$ cat config.mk
export PLATFORM = sky130hd
export DESIGN_NAME = router_pkt_src
export DESIGN_NICKNAME = d
export VERILOG_FILES = /design/src/rtl/router_pkt_src.sv
export SDC_FILE = /design/constraint.sdc
export NUM_CORES = 1
export LEC_CHECK = 0
export CORE_MARGIN = 2
export CORE_UTILIZATION = 25
export CTS_BUF_LIST = sky130_fd_sc_hd__clkbuf_2
export CTS_CLUSTER_DIAMETER = 120
export DETAILED_ROUTE_END_ITERATION = 7
export HOLD_SLACK_MARGIN = 0.12
export PLACE_DENSITY = 0.45
export SLEW_MARGIN = 20
export SYNTH_ARGS = -nofsm -noshare
export SYNTH_HDL_FRONTEND = slang
export SYNTH_SLANG_ARGS = --single-unit
$ cat constraint.sdc
create_clock -name clock -period 2.1 [get_ports clock]
set_input_delay 0.525 -clock clock [delete_from_list [all_inputs] [get_ports clock]]
set_output_delay 0.525 -clock clock [all_outputs]
set_load 0.02 [all_outputs]
$ cat src/rtl/router_pkt_src.sv
// Packet source for the router: buffers a host payload, then emits header,
// payload and an XOR parity byte under router backpressure (busy).
module router_pkt_src (
  input  logic       clock,
  input  logic       resetn,
  input  logic       start,
  input  logic [1:0] dest_addr,
  input  logic [5:0] payload_len,
  input  logic [7:0] pl_data,
  input  logic       pl_valid,
  output logic       pl_ready,
  input  logic       busy,
  output logic [7:0] data_out,
  output logic       pkt_valid,
  output logic       tx_active,
  output logic       done,
  output logic       err
);

  typedef enum logic [2:0] {
    IDLE    = 3'd0,
    COLLECT = 3'd1,
    HEADER  = 3'd2,
    PAYLOAD = 3'd3,
    PARITY  = 3'd4
  } state_t;

  state_t     state, state_n;
  logic [1:0] addr_q, addr_n;
  logic [5:0] len_q, len_n;
  logic [5:0] cnt_q, cnt_n;
  logic [7:0] parity_q, parity_n;
  logic [7:0] data_out_n;
  logic       pkt_valid_n, done_n, err_n;
  logic       beat;

  logic [7:0] buffer [0:62];

  assign pl_ready  = (state == COLLECT);
  assign tx_active = (state != IDLE);
  assign beat      = pl_ready && pl_valid;

  // NOTE: the payload buffer has no reset; every byte read back was written
  // earlier in the same packet, so clearing it would only cost logic.
  always_ff @(posedge clock) begin
    if (beat) buffer[cnt_q] <= pl_data;
  end

  // NOTE: every variable gets a hold/default value before the case so no
  // path leaves one unassigned, which would infer a latch.
  always_comb begin
    state_n     = state;
    addr_n      = addr_q;
    len_n       = len_q;
    cnt_n       = cnt_q;
    parity_n    = parity_q;
    data_out_n  = data_out;
    pkt_valid_n = pkt_valid;
    done_n      = 1'b0;
    err_n       = 1'b0;

    case (state)
      IDLE: begin
        if (start) begin
          if (dest_addr == 2'd3 || payload_len == 6'd0) begin
            err_n = 1'b1;
          end else begin
            addr_n   = dest_addr;
            len_n    = payload_len;
            cnt_n    = 6'd0;
            parity_n = 8'h00;
            state_n  = COLLECT;
          end
        end
      end
      COLLECT: begin
        if (beat) begin
          cnt_n    = cnt_q + 6'd1;
          parity_n = parity_q ^ pl_data;
          if (cnt_q + 6'd1 == len_q) begin
            // Header goes out on the same edge that takes the last beat.
            state_n     = HEADER;
            data_out_n  = {len_q, addr_q};
            pkt_valid_n = 1'b1;
            parity_n    = parity_q ^ pl_data ^ {len_q, addr_q};
            cnt_n       = 6'd0;
          end
        end
      end
      HEADER: begin
        if (!busy) begin
          data_out_n = buffer[0];
          cnt_n      = 6'd1;
          state_n    = PAYLOAD;
        end
      end
      PAYLOAD: begin
        // cnt_q is the index of the next payload byte to load.
        if (!busy) begin
          if (cnt_q == len_q) begin
            data_out_n  = parity_q;
            pkt_valid_n = 1'b0;
            state_n     = PARITY;
          end else begin
            data_out_n = buffer[cnt_q];
            cnt_n      = cnt_q + 6'd1;
          end
        end
      end
      PARITY: begin
        if (!busy) begin
          done_n     = 1'b1;
          data_out_n = 8'h00;
          state_n    = IDLE;
        end
      end
      default: state_n = IDLE;
    endcase
  end

  // NOTE: state registers use non-blocking assignments so every flop samples
  // the pre-edge values computed above.
  always_ff @(posedge clock) begin
    if (!resetn) begin
      state     <= IDLE;
      addr_q    <= 2'd0;
      len_q     <= 6'd0;
      cnt_q     <= 6'd0;
      parity_q  <= 8'h00;
      data_out  <= 8'h00;
      pkt_valid <= 1'b0;
      done      <= 1'b0;
      err       <= 1'b0;
    end else begin
      state     <= state_n;
      addr_q    <= addr_n;
      len_q     <= len_n;
      cnt_q     <= cnt_n;
      parity_q  <= parity_n;
      data_out  <= data_out_n;
      pkt_valid <= pkt_valid_n;
      done      <= done_n;
      err       <= err_n;
    end
  end

endmodule

==> results.py <==
metrics = {
    "clock_tree": {
        "cts_tree": "done",
        "htreeDepth": 4,
        "cts_sinks": 546,
        "clock_path_buffers": 3,
        "clk_latency_ps": 1310,
        "path_clk_slew_ps": 110,
        "cts_inserted_buffers": 146,
        "root_buffer": "clkbuf_2",
    },
    "floorplan": {
        "start_util_pct": 25.21,
        "pin_count": 34,
        "dieArea_sq_mm": 0.09152,
        "rows": 109,
        "die_y_microns": 302.5,
        "core_area_sq_mm": 0.08837,
        "die_x_microns": 302.5,
    },
    "detailed_routing": {
        "wl_per_cell_microns": 21.26,
        "drc_errors": 0,
        "dr.pass1.iters": 7,
        "first_iter_violations": 817,
        "drt-total-wl_microns": 65580,
        "vias_per_cell": 4.534,
        "ant_nets": 0,
        "num_vias": 13980,
    },
    "sta": {
        "period_share_pct": 127.0,
        "setup_violations": 38,
        "max_freq_ghz": 0.3749,
        "max_slew_margin_pct": 46.15,
        "fin_crit_ps": 2668,
        "hold_viol": 0,
        "rsz0062_at_grt": "yes",
        "setup_ws_ps": -567.7,
        "clock_skew_ps": 118.3,
        "worstMarginPinSlew_ps": 807.8,
        "report.final.slew_viol_count": 0,
    },
    "synthesis": {
        "syn_area_sq_mm": 0.02228,
        "synth_cells": 1345,
        "syn-num-nets": 1367,
        "synth-seq-cells": 546,
        "ys_async_sr_fraction_pct": 0,
        "ys_warn_count": 0,
        "synth-seq-area-share_pct": 71.70,
        "synth_area_per_cell_sq_um": 16.57,
        "synth_edf_count": 504,
        "ys_types": 67,
        "synthFlopType": "edfxtp_1",
    },
    "finish": {
        "n_fill_cell": 8764,
        "stdcell_count": 3084,
        "area_delta_synth_final_pct": 32.86,
        "drive_above_1_share_pct": 43.27,
        "postLayoutCellArea_sq_mm": 0.02960,
        "layout.nets": 1831,
    },
    "critical_path": {
        "path_buf_inv": 3,
        "worst_path_most_repeated_cell": "buf_6",
        "start_kind": "flip-flop",
        "crit_type": "flip-flop to primary output",
        "slowest_delay_ps": 370,
        "required_ps": 1570,
        "arrival_ps": 2140,
        "path_delay_family": "flip-flops",
        "crit_chain": "buf_6, nor3_4, inv_2, buf_6",
        "cp_max_fo": 3,
        "r2r_slack_ps": -400,
        "worstSetupEndpointType": "primary output",
        "worst_path_max_delay_cell": "dfxtp_4",
    },
    "power": {
        "p_sw_mw": 7.605,
        "p_comb_share_pct": 23.2,
        "p_leak_nw": 9.785,
        "internal-power_mw": 17.90,
        "clock_power_share_pct": 29.1,
        "seqPwrFrac_pct": 47.7,
        "p_per_area_mw_per_mm2": 861.5,
        "ir_drop_mv": 0.4186,
        "switching_share_pct": 29.82,
    },
    "run_status": {
        "violations": "setup timing",
        "status": "finished with violations",
    },
    "min_path": {
        "holdCritPathClass": "primary input to flip-flop",
    },
    "grt": {
        "grt_max_degree": 56,
        "grt_overflow_total": 0,
        "grt_antenna_before_repair": 3,
        "track_usage_pct": 14.52,
        "grt_pass1_vias": 14630,
        "grt_pass1_wl_microns": 96440,
    },
    "placed_design": {
        "placed_cells": 2761,
        "port_buffers": 33,
        "place_area_sq_mm": 0.02664,
        "place.gp.congestion": 0.8022,
        "place_ws_ps": -860.7,
        "dp_hpwl_microns": 43050,
    },
    "flow_run": {
        "cap_violations": 0,
    },
}
-- cell usage in the layout (no fill, tap or decap), types with 8 or more instances in the layout --
cell type,Yosys,routed
a21o_1,8,8
a21oi_1,46,26
a21oi_2,0,20
a22o_1,11,11
a22oi_1,70,47
a22oi_2,0,23
a31oi_1,19,15
buf_12,1,56
buf_2,23,9
buf_4,17,232
buf_6,2,58
clkbuf_2,0,209
clkdlybuf4s50_1,0,12
clkinv_1,2,26
dfxtp_1,42,18
dfxtp_2,0,11
dfxtp_4,0,13
dlygate4sd3_1,0,23
edfxtp_1,504,504
mux2i_1,163,158
mux4_2,42,48
nand2_1,39,33
nand2b_1,21,19
nand3_1,32,26
nand4b_1,10,10
nor2_1,98,56
nor2_2,0,22
nor2_4,0,20
o211ai_1,9,9
-- through the flow --
step | util (%) | setup TNS [ps] | power [mW] | hold slack, ps
detailed placement | 30.14 | -155870 | 17.01 | 470.2
global route | 33.50 | -11210 | 26.75 | 194.3
finish | 33.50 | -6394 | 25.50 | 312.6
floorplan | - | -31380 | 14.77 | 485.9
CTS | 33.08 | -8544 | 25.65 | 144.4
global placement | 30.14 | -148430 | 17.00 | 461.8
-- registers in the layout (all words and copies together) (netlist names), named ones only --
register   cells
buffer       504
data_out       8
parity_q       8
cnt_q          6
len_q          6
state          3
addr_q         2
done           1
err            1
pkt_valid      1
-- per-layer routing --
| metal | share of wire [%] | GRT usage (%) | wire length (microns) | vias up |
|---|---|---|---|---|
| met4 | 1.8 | 4.914 | 1158 | 0 |
| met2 | 49 | 23.81 | 31930 | 321 |
| met5 | 0 | 0 | 0 | - |
| met3 | 4.1 | 3.022 | 2696 | 87 |
| met1 | 45 | 19.11 | 29790 | 7162 |
| li1 | - | - | - | 6413 |
-- final timing paths --
| kind | endpoint | cells after the start | startpoint |
|---|---|---|---|
| setup reg to reg | data_out[2]$_SDFFE_PN0P_ | 10 | flip-flop |
| hold / removal | parity_q[4]$_SDFFE_PN0P_ | 5 | pl_data[4] |
| setup / recovery | tx_active | 4 | state[2]$_SDFFE_PN0P_ |
| hold reg to reg | data_out[0]$_SDFFE_PN0P_ | 2 | data_out[0]$_SDFFE_PN0P_ |
-- logic make-up after synthesis --
family,share of synthesized area [%]
adder cells (fa/ha/maj),0.05615
XOR/XNOR,0.4549
AO/OA/AOI/OAI,7.306
buffers and inverters,2.055
AND/OR/NAND/NOR,5.863
flip-flops,71.70
multiplexers,12.56
-- worst min-delay path: stages --
cell	delay, ps
dlygate4sd3_1	530
buf_2	180
nand2b_1	90
a221o_1	130
nand3_1	60
-- Yosys cell counts, drive strengths merged (7+ instances only) --
cell type	instances	share of area, %
a22o	11	0.43
edfxtp	504	68
o22ai	9	0.25
and2	8	0.22
a21o	8	0.27
a31oi	19	0.53
nor2	98	1.7
o211ai	9	0.30
nand3	33	0.76
nor4	10	0.28
dfxtp	42	3.8
inv	7	0.12
mux2i	163	7.3
nand2b	21	0.59
nand4b	10	0.39
or2	8	0.22
nand2	39	0.66
buf	47	1.3
mux4	50	5.2
clkbuf	33	0.56
nor3	9	0.22
a22oi	70	2.4
a21oi	46	1.0
-- power groups by stage --
stage	combinational, mW	clock (mW)	sequential [mW]
after CTS	5.71	7.79	12.2
after detailed placement	4.58	0	12.4
after floorplan	2.44	0	12.3
after global placement	4.57	0	12.4
final	5.92	7.43	12.2
after global routing	6.27	8.30	12.2
-- what timing repair did --
| action | 4_1_cts | 5_1_grt |
|---|---|---|
| buffers inserted | 40 | 10 |
| endpoints found under the hold margin | 530 | 0 |
| hold buffers | 23 | 0 |
| resized for setup | 235 | 84 |
| endpoints found under the setup margin | 123 | 203 |
| gates cloned | 4 | 0 |
| pin swaps | 52 | 50 |
-- cell type report --
| class | count | area (sq um) | area share (%) |
|---|---|---|---|
| inverter | 9 | 33.78 | 0.1141 |
| sequential | 546 | 16040 | 54.18 |
| multi-input combinational | 711 | 6729 | 22.73 |
| antenna | 3 | 7.507 | 0.02536 |
| tap | 1165 | 1458 | 4.924 |
| timing repair buffer | 395 | 4016 | 13.57 |
| clock inverter | 46 | 274.0 | 0.9257 |
| clock buffer | 209 | 1046 | 3.534 |
(Power assumes the default switching activity.)
